--- src/rtl/mem_arbiter.sv ---
// mem_arbiter: two-port round-robin front end for a single-port RAM with
// asynchronous read. After reset it optionally zero-fills the whole RAM,
// then grants at most one request per cycle. Every accepted request
// produces a one-cycle response strobe on the following cycle.
module mem_arbiter #(
    parameter int ADDR_WIDTH     = 8,
    parameter int DATA_WIDTH     = 8,
    parameter int CLEAR_ON_RESET = 1
) (
    input  logic                  clk,
    input  logic                  rst_n,

    input  logic                  rq0_valid,
    output logic                  rq0_ready,
    input  logic                  rq0_write,
    input  logic [ADDR_WIDTH-1:0] rq0_addr,
    input  logic [DATA_WIDTH-1:0] rq0_wdata,
    output logic                  rsp_0_valid,
    output logic [DATA_WIDTH-1:0] rsp_0_data,

    input  logic                  rq1_valid,
    output logic                  rq1_ready,
    input  logic                  rq1_write,
    input  logic [ADDR_WIDTH-1:0] rq1_addr,
    input  logic [DATA_WIDTH-1:0] rq1_wdata,
    output logic                  rsp_1_valid,
    output logic [DATA_WIDTH-1:0] rsp_1_data,

    output logic [ADDR_WIDTH-1:0] mem_addr,
    output logic [DATA_WIDTH-1:0] mem_data_in,
    output logic                  mem_write_en,
    input  logic [DATA_WIDTH-1:0] mem_data_out,
    output logic                  busy
);

    typedef enum logic {
        S_CLEAR,
        S_RUN
    } state_t;

    state_t                  state;
    logic [ADDR_WIDTH-1:0]   clr_cnt;
    logic                    last_grant;   // index of the port granted most recently
    logic                    gnt0;
    logic                    gnt1;
    logic                    run;

    assign busy = (state == S_CLEAR);

    // Round-robin grant and memory-side multiplexing; rst_n gates every strobe
    always_comb begin
        run          = rst_n && (state == S_RUN);
        gnt0         = 1'b0;
        gnt1         = 1'b0;
        mem_addr     = '0;
        mem_data_in  = '0;
        mem_write_en = 1'b0;

        if (run) begin
            gnt0 = rq0_valid && (!rq1_valid || last_grant);
            gnt1 = rq1_valid && (!rq0_valid || !last_grant);
        end

        if (rst_n && (state == S_CLEAR)) begin
            mem_addr     = clr_cnt;
            mem_data_in  = '0;
            mem_write_en = 1'b1;
        end else if (gnt0) begin
            mem_addr     = rq0_addr;
            mem_data_in  = rq0_wdata;
            mem_write_en = rq0_write;
        end else if (gnt1) begin
            mem_addr     = rq1_addr;
            mem_data_in  = rq1_wdata;
            mem_write_en = rq1_write;
        end

        rq0_ready = gnt0;
        rq1_ready = gnt1;
    end

    // Clear sequencing, grant history and registered responses
    always_ff @(posedge clk) begin
        if (!rst_n) begin
            state       <= (CLEAR_ON_RESET != 0) ? S_CLEAR : S_RUN;
            clr_cnt     <= '0;
            last_grant  <= 1'b1;
            rsp_0_valid <= 1'b0;
            rsp_0_data  <= '0;
            rsp_1_valid <= 1'b0;
            rsp_1_data  <= '0;
        end else begin
            case (state)
                S_CLEAR: begin
                    rsp_0_valid <= 1'b0;
                    rsp_1_valid <= 1'b0;
                    clr_cnt     <= clr_cnt + 1'b1;
                    if (clr_cnt == '1) begin
                        state <= S_RUN;
                    end
                end
                S_RUN: begin
                    rsp_0_valid <= gnt0;
                    rsp_1_valid <= gnt1;
                    if (gnt0) begin
                        last_grant <= 1'b0;
                        rsp_0_data <= rq0_write ? '0 : mem_data_out;
                    end
                    if (gnt1) begin
                        last_grant <= 1'b1;
                        rsp_1_data <= rq1_write ? '0 : mem_data_out;
                    end
                end
                default: state <= S_RUN;
            endcase
        end
    end

endmodule

--- config.mk ---
export PLATFORM = sky130hd
export DESIGN_NAME = mem_arbiter
export DESIGN_NICKNAME = d
export VERILOG_FILES = /design/src/rtl/mem_arbiter.sv
export SDC_FILE = /design/constraint.sdc
export NUM_CORES = 1
export LEC_CHECK = 0
export CAP_MARGIN = 20
export CORE_MARGIN = 2
export CORE_UTILIZATION = 40
export CTS_CLUSTER_DIAMETER = 100
export DETAILED_ROUTE_END_ITERATION = 6
export PLACE_DENSITY = 0.91
export RECOVER_POWER = 25
export SYNTH_ARGS = -nofsm -noshare
export SYNTH_HDL_FRONTEND = slang
export SYNTH_SLANG_ARGS = --single-unit
--- constraint.sdc ---
create_clock -name clk -period 3.75 [get_ports clk]
set_input_delay 0.375 -clock clk [delete_from_list [all_inputs] [get_ports clk]]
set_output_delay 0.375 -clock clk [all_outputs]
set_load 0.01 [all_outputs]
Word level (Yosys, flattened, before mapping)
Cells that the tools add are included.

Register bits: 28. Input port bits: 46.

Add/subtract/negate cells: 1. Equality and inequality tests: 1. Multiplexer cells: 19. Bitwise gates (word level): 1. Reductions and logical operators: 13.

Operators by type and width (count): two-way mux 8 bit (8); two-way mux 1 bit (9); adder 8 x 1 -> 8 bit (second input constant) (1); == test 8 bit (second input constant) (1); AND reduction 2 bit (3); logical AND 1 bit (4); case mux 1 bit (2 select lines) (2); logical NOT 1 bit (3); logical OR 1 bit (2); nonzero test 2 bit (1); inverter 1 bit (1).

Depth between registers and ports, before layout
Gate-level depths: netlist of run 1.

Depth after elaboration: 7. Depth in mapped cells: 6.

Worst setup path before layout of run 1
No wires, ideal clock.

Path kind: input to output. Start: input port rq1_valid. End: output port mem_addr[4]. Arrival time: 1.447 ns. Data required time: 3.375 ns. Path slack: 1.928 ns. Cell stages on the path: 6. Buffers on the path: 3. Path through: and3_1 -> buf_6 -> and2_1 -> buf_6 -> buf_6 -> a221o_1.

Word-level cells in the longest chain between the ends: 6.

Ends and longest elaborated chain: from (decl) (RTL line 21) `input logic rq1_valid,`; logical NOT 1 bit (RTL line 60) `gnt0 = rq0_valid && (!rq1_valid || last_grant);`; logical OR 1 bit (RTL line 60); logical AND 1 bit (RTL line 60); two-way mux 1 bit (RTL line 59) `if (run) begin`; two-way mux 8 bit * (RTL line 68) `end else if (gnt0) begin`; two-way mux 8 bit * (RTL line 64) `if (rst_n && (state == S_CLEAR)) begin`; to (decl) (RTL line 29) `output logic [ADDR_WIDTH-1:0] mem_addr,`.

Mark *: on every way between the ends. The rest lies on a longest branch, timed or not.

Worst setup path after layout of run 1
Start: input port rst_n. End: output port mem_write_en.

Word-level cells in the longest chain between the ends: 5.

Ends and longest elaborated chain: from (decl) (RTL line 11) `input logic rst_n,`; logical AND 1 bit (RTL line 52) `run = rst_n && (state == S_RUN);`; two-way mux 1 bit (RTL line 59); two-way mux 1 bit (RTL line 72) `end else if (gnt1) begin`; two-way mux 1 bit (RTL line 68); two-way mux 1 bit * (RTL line 64); to (decl) (RTL line 31) `output logic mem_write_en,`.

Marked as above.

==> results of run 1 <==
cell families (layout without fill, tap and decap cells):
| logic type | Yosys count | count (layout) | share of synthesized area, % |
|---|---|---|---|
| adder cells (fa/ha/maj) | 1 | 1 | 0.894 |
| flip-flops | 28 | 28 | 40.0 |
| buffers and inverters | 14 | 92 | 5.54 |
| XOR/XNOR | 4 | 4 | 2.50 |
| AO/OA/AOI/OAI | 50 | 50 | 23.4 |
| multiplexers | 1 | 1 | 0.715 |
| AND/OR/NAND/NOR | 61 | 61 | 26.9 |
power breakdown:
part           internal, mW  total (mW)  switching (mW)  leakage (nW)
sequential            0.300       0.304         0.00393         0.226
clock                 0.108       0.194          0.0856        0.0279
combinational        0.0531      0.0774          0.0243         0.583
per-layer routing:
layer  global-route usage [%]  up-vias  share of wire (%)
li1                         -      754                  -
met1                     29.6      719                 44
met2                     32.3       86                 46
met3                     3.21        2                8.9
met4                     5.83        0               0.64
met5                        0        -                  0
cells in the mapped netlist, types with 7 or more instances:
cell type | number | area (µm²)
clkbuf_1 | 7 | 26.3
dfxtp_1 | 28 | 561
a21oi_1 | 12 | 60.1
a22o_1 | 8 | 70.1
and3_1 | 10 | 62.6
nand4b_1 | 18 | 158
nor2_1 | 8 | 30.0
o21ai_0 | 20 | 100
nand2_1 | 11 | 41.3
a221o_1 | 9 | 90.1
worst paths after layout:
check                                                   to  cells after the start
worst max-delay path                          mem_write_en                      5
worst min-delay path            rsp_1_data[2]$_SDFFE_PN0P_                      2
worst max register to register  rsp_1_data[0]$_SDFFE_PN0P_                      4
worst min register to register  rsp_1_data[2]$_SDFFE_PN0P_                      2
cell type report:
cell class,count,share of cell area (%)
tap,46,2.51
sequential,28,24.4
timing repair buffer,86,37.2
clock inverter,1,1.31
inverter,2,0.327
multi-input combinational,117,33.2
clock buffer,3,0.982
through the flow:
step / worst slack (ns) / util (%) / area (µm²)
3_3_place_gp: 0.654 / 67.2 / 2240
6_report: 0.514 / 68.7 / 2290
5_1_grt: 0.340 / 68.7 / 2290
3_5_place_dp: 0.610 / 67.2 / 2240
4_1_cts: 0.614 / 68.7 / 2290
2_1_floorplan: 1.93 / - / 1400
state kept, by name (all words and copies together), names as in the netlist:
register / cells
clr_cnt: 8
rsp_0_valid: 1
rsp_0_data: 8
rsp_1_data: 8
state: 1
rsp_1_valid: 1
last_grant: 1
critical path, stage by stage:
cell and delay (ns):
dlygate4sd3_1 0.81, nand3_1 0.38, nor2_2 0.48, a221o_1 0.26, clkdlybuf4s50_1 0.55
==> impl_metrics.json, run 1 <==
{
  "ir_drop_uv": 221,
  "dr.pass1.iters": 4,
  "grt_max_degree": 18,
  "holdWs_ns": 0.476,
  "crit_path_end_kind": "output port",
  "yosysSeqAreaShare_pct": 40.0,
  "clk_pin_slew_ns": 0.15,
  "worst_pin_slew_ns": 0.614,
  "power_density_nw_per_um2": 251,
  "wire_per_inst_um": 15.0,
  "critPathLaunchType": "primary input",
  "avgSynthCellArea_um2": 8.81,
  "worstPathArrival_ns": 2.86,
  "period_minus_slack_ns": 3.24,
  "startpoint": "rst_n",
  "hold_path.class": "flip-flop to flip-flop",
  "p_total_mw": 0.575,
  "hold_viol": 0,
  "clock-sinks": 28,
  "ys_seq_elements": 28,
  "diodes": 0,
  "critPathRequiredTime_ns": 3.38,
  "setup_tns_ns": 0,
  "clock_path_buffers": 2,
  "grt_pass1_wl_mm": 6.76,
  "synth_edf_count": 0,
  "p_leak_nw": 0.837,
  "syn-cell-area_um2": 1400,
  "max_freq_ghz": 0.309,
  "io_pins": 84,
  "path_max_fanout": 14,
  "areaGrowthSynthToFinish_pct": 63.8,
  "drive_above_1_share_pct": 3.38,
  "ff2ff_setup_slack_ns": 2.02,
  "mostFrequentLayoutCells": "clkdlybuf4s50_1, dfxtp_1, o21ai_0",
  "reg2reg_from": "state$_SDFF_PN0_",
  "path_class": "primary input to output port",
  "final_common_cell": "clkdlybuf4s50_1",
  "setup_viol": 0,
  "syn-num-nets": 206,
  "cts_buffers": 3,
  "status": "complete, no violations",
  "finalCritPeriodShare_pct": 86.3,
  "die_area_um2": 3990,
  "rows": 21,
  "coreArea_um2": 3340,
  "htree_levels": 1,
  "min-delay-start": "rsp_1_data[2]$_SDFFE_PN0P_",
  "post_cts_buffers": 0,
  "post_cts_resized": 0,
  "yosysUniqueCellTypes": 27,
  "rsz0062_at_grt": "false",
  "final_nets": 285,
  "final.fill_count": 281,
  "final_cells": 283,
  "ys_async_sr_fraction_pct": 0,
  "synthFlopType": "dfxtp_1",
  "maxCapViolCount": 0,
  "vias_per_cell": 5.52,
  "cts_tree": "done",
  "fin_skew_ns": 0.00933,
  "portBuffers": 83,
  "num_vias": 1561,
  "synthCells": 159,
  "clkLatencyLatePin_ns": 0.33,
  "finalMaxSlewViolations": 0,
  "slew_headroom_pct": 59.0,
  "drtIter0Drc": 49,
  "wl_mm": 4.24,
  "regArea_um2": 561,
  "antenna_found_initial": 0,
  "die_x_um": 63.2,
  "dp_cells": 279,
  "cts_hold_buf": 0,
  "track_usage_pct": 20.7,
  "cts_root_buf": "clkbuf_4",
  "multi_input_area_um2": 762,
  "initial_core_util_pct": 42.0,
  "ys_warn_count": 0,
  "dieHeight_um": 63.2,
  "dp.final_hpwl_mm": 3.22,
  "grt_pass1_vias": 1384,
  "drtAntennaViolNets": 0,
  "routabilityCongestion": 0.807,
  "overflow": 0,
  "drcViolationCount": 0
}
Power figures use the tool's default switching activity.
==> run 2, diff against run 1 <==
--- a/config.mk
+++ b/config.mk
@@ -6,6 +6,7 @@
 export NUM_CORES = 1
 export LEC_CHECK = 0
 export CAP_MARGIN = 20
+export CORE_ASPECT_RATIO = 0.8
 export CORE_MARGIN = 2
 export CORE_UTILIZATION = 40
 export CTS_CLUSTER_DIAMETER = 100
==> run 2 against run 1 <==
  * Total power down 1.6%
  * Routed wire length grew 1.2%
  * Core utilization decreased by 1.6 points
  * Sequential share of layout area is 0.11 points higher
  * Critical path type unchanged
  * Critical endpoint is now mem_addr[7]
==> impl_metrics.json, run 2 (synthesized netlist as in run 1, its figures left out) <==
{
  "status": "complete, no violations",
  "dp.final_hpwl_mm": 3.18,
  "hold_path.class": "flip-flop to flip-flop",
  "combPwrFrac_pct": 13.6,
  "p_leak_nw": 0.836,
  "diodes": 0,
  "htree_levels": 1,
  "maxCapViolCount": 0,
  "post_cts_resized": 0,
  "switchingPower_mw": 0.119,
  "drtIter0Drc": 83,
  "path_max_fanout": 17,
  "stdcell_area_um2": 2280,
  "critPathRequiredTime_ns": 3.38,
  "post_cts_buffers": 0,
  "rows": 19,
  "critPathLaunchType": "primary input",
  "rsz0062_at_grt": "false",
  "coreArea_um2": 3400,
  "io_pins": 84,
  "largestRegisters": "clr_cnt x8, rsp_0_data x8, rsp_1_data x8",
  "fin_skew_ns": 0.00631,
  "drcViolationCount": 0,
  "cts_hold_buf": 0,
  "dieHeight_um": 56.9,
  "track_usage_pct": 21.7,
  "die_x_um": 70.1,
  "setup_ws_ns": 0.457,
  "finalCritPeriodShare_pct": 87.8,
  "num_vias": 1551,
  "reg2regPathDepth": 3,
  "wl_mm": 4.29,
  "die_area_um2": 3990,
  "overflow": 0,
  "place_ws_ns": 0.543,
  "hold_viol": 0,
  "portBuffers": 83,
  "clkLatencyLatePin_ns": 0.28,
  "drtAntennaViolNets": 0,
  "antenna_found_initial": 0,
  "max_freq_ghz": 0.304,
  "worstPathArrival_ns": 2.92,
  "clk_pin_slew_ns": 0.09,
  "vias_per_cell": 5.58,
  "routabilityCongestion": 0.857,
  "internal_power_mw": 0.447,
  "path_class": "primary input to output port",
  "slew_headroom_pct": 56.3,
  "mostFrequentLayoutCells": "clkdlybuf4s50_1, dfxtp_1, o21ai_0",
  "final_common_cell": "clkdlybuf4s50_1",
  "setup_viol": 0,
  "cts_tree": "done",
  "drive_above_1_share_pct": 2.97,
  "placed_cell_area_um2": 2230,
  "initial_core_util_pct": 41.2,
  "crit_path_end_kind": "output port",
  "clock_path_buffers": 2,
  "final_nets": 284,
  "cts_root_buf": "clkbuf_8",
  "dr.pass1.iters": 4,
  "cts_buffers": 3,
  "grt_pass1_wl_mm": 6.92,
  "ir_drop_uv": 230,
  "areaGrowthSynthToFinish_pct": 63.1,
  "wire_per_inst_um": 15.4,
  "grt_max_degree": 18,
  "clockPowerShare_pct": 32.8,
  "setup_tns_ns": 0,
  "whs_path_depth": 2,
  "finalMaxSlewViolations": 0,
  "p_seq_share_pct": 53.6,
  "power_density_nw_per_um2": 248,
  "worst_pin_slew_ns": 0.654,
  "switching_share_pct": 21.0,
  "period_minus_slack_ns": 3.29,
  "grt_pass1_vias": 1447,
  "clock-sinks": 28
}
[run 2: cell count changes in the layout (fill, tap and decap cells not counted)]
| cell | before | now |
|---|---|---|
| clkbuf_4 | 3 | 0 |
| clkdlybuf4s50_1 | 77 | 76 |
| clkbuf_8 | 0 | 4 |
| bufinv_16 | 1 | 0 |
| buf_4 | 3 | 2 |
| dlygate4sd3_1 | 6 | 7 |
[run 2: power groups by stage]
stage                     Clock (mW)  Combinational (mW)  Sequential (mW)
after floorplan                    0              0.0181            0.310
after global placement             0              0.0760            0.310
after detailed placement           0              0.0772            0.310
after CTS                      0.193              0.0773            0.303
after global routing           0.202              0.0826            0.304
final                          0.186              0.0769            0.303
[run 2: layer usage]
metal / track usage [%] / share of wire (%) / up-vias
met4: 6.04 / 1.4 / 0
li1: - / - / 758
met2: 35.6 / 47 / 63
met3: 6.28 / 7.2 / 10
met1: 28.2 / 44 / 720
met5: 0 / 0 / -
[run 2: final timing paths]
path / slack (ns) / end / from
setup / recovery: 0.46 / mem_addr[7] / rst_n
hold / removal: 0.47 / rsp_1_data[6]$_SDFFE_PN0P_ / rsp_1_data[6]$_SDFFE_PN0P_
setup reg to reg: 2.14 / rsp_1_data[5]$_SDFFE_PN0P_ / state$_SDFF_PN0_
hold reg to reg: 0.47 / rsp_1_data[6]$_SDFFE_PN0P_ / rsp_1_data[6]$_SDFFE_PN0P_
[run 2: final cells by class]
cell class / instances / area, µm²
Timing Repair Buffer: 85 / 846
Inverter: 2 / 7.51
Tap cell: 42 / 52.6
Multi-Input combinational cell: 117 / 762
Clock buffer: 4 / 55.1
Fill cell: 280 / 1120
Sequential cell: 28 / 561
[run 2: through the flow]
step	instances	power (mW)	hold slack [ns]	util, %
floorplan	159	0.328	0.467	-
global placement	274	0.386	0.458	65.6
detailed placement	274	0.388	0.455	65.6
CTS	278	0.573	0.475	67.2
global route	278	0.588	0.505	67.2
finish	278	0.566	0.470	67.2
[run 2: worst max-delay path: stages]
cell and delay [ns]:
dlygate4sd3_1 0.79, and3_1 0.41, and2_1 0.33, buf_4 0.28, a221o_1 0.19, clkdlybuf4s50_1 0.54
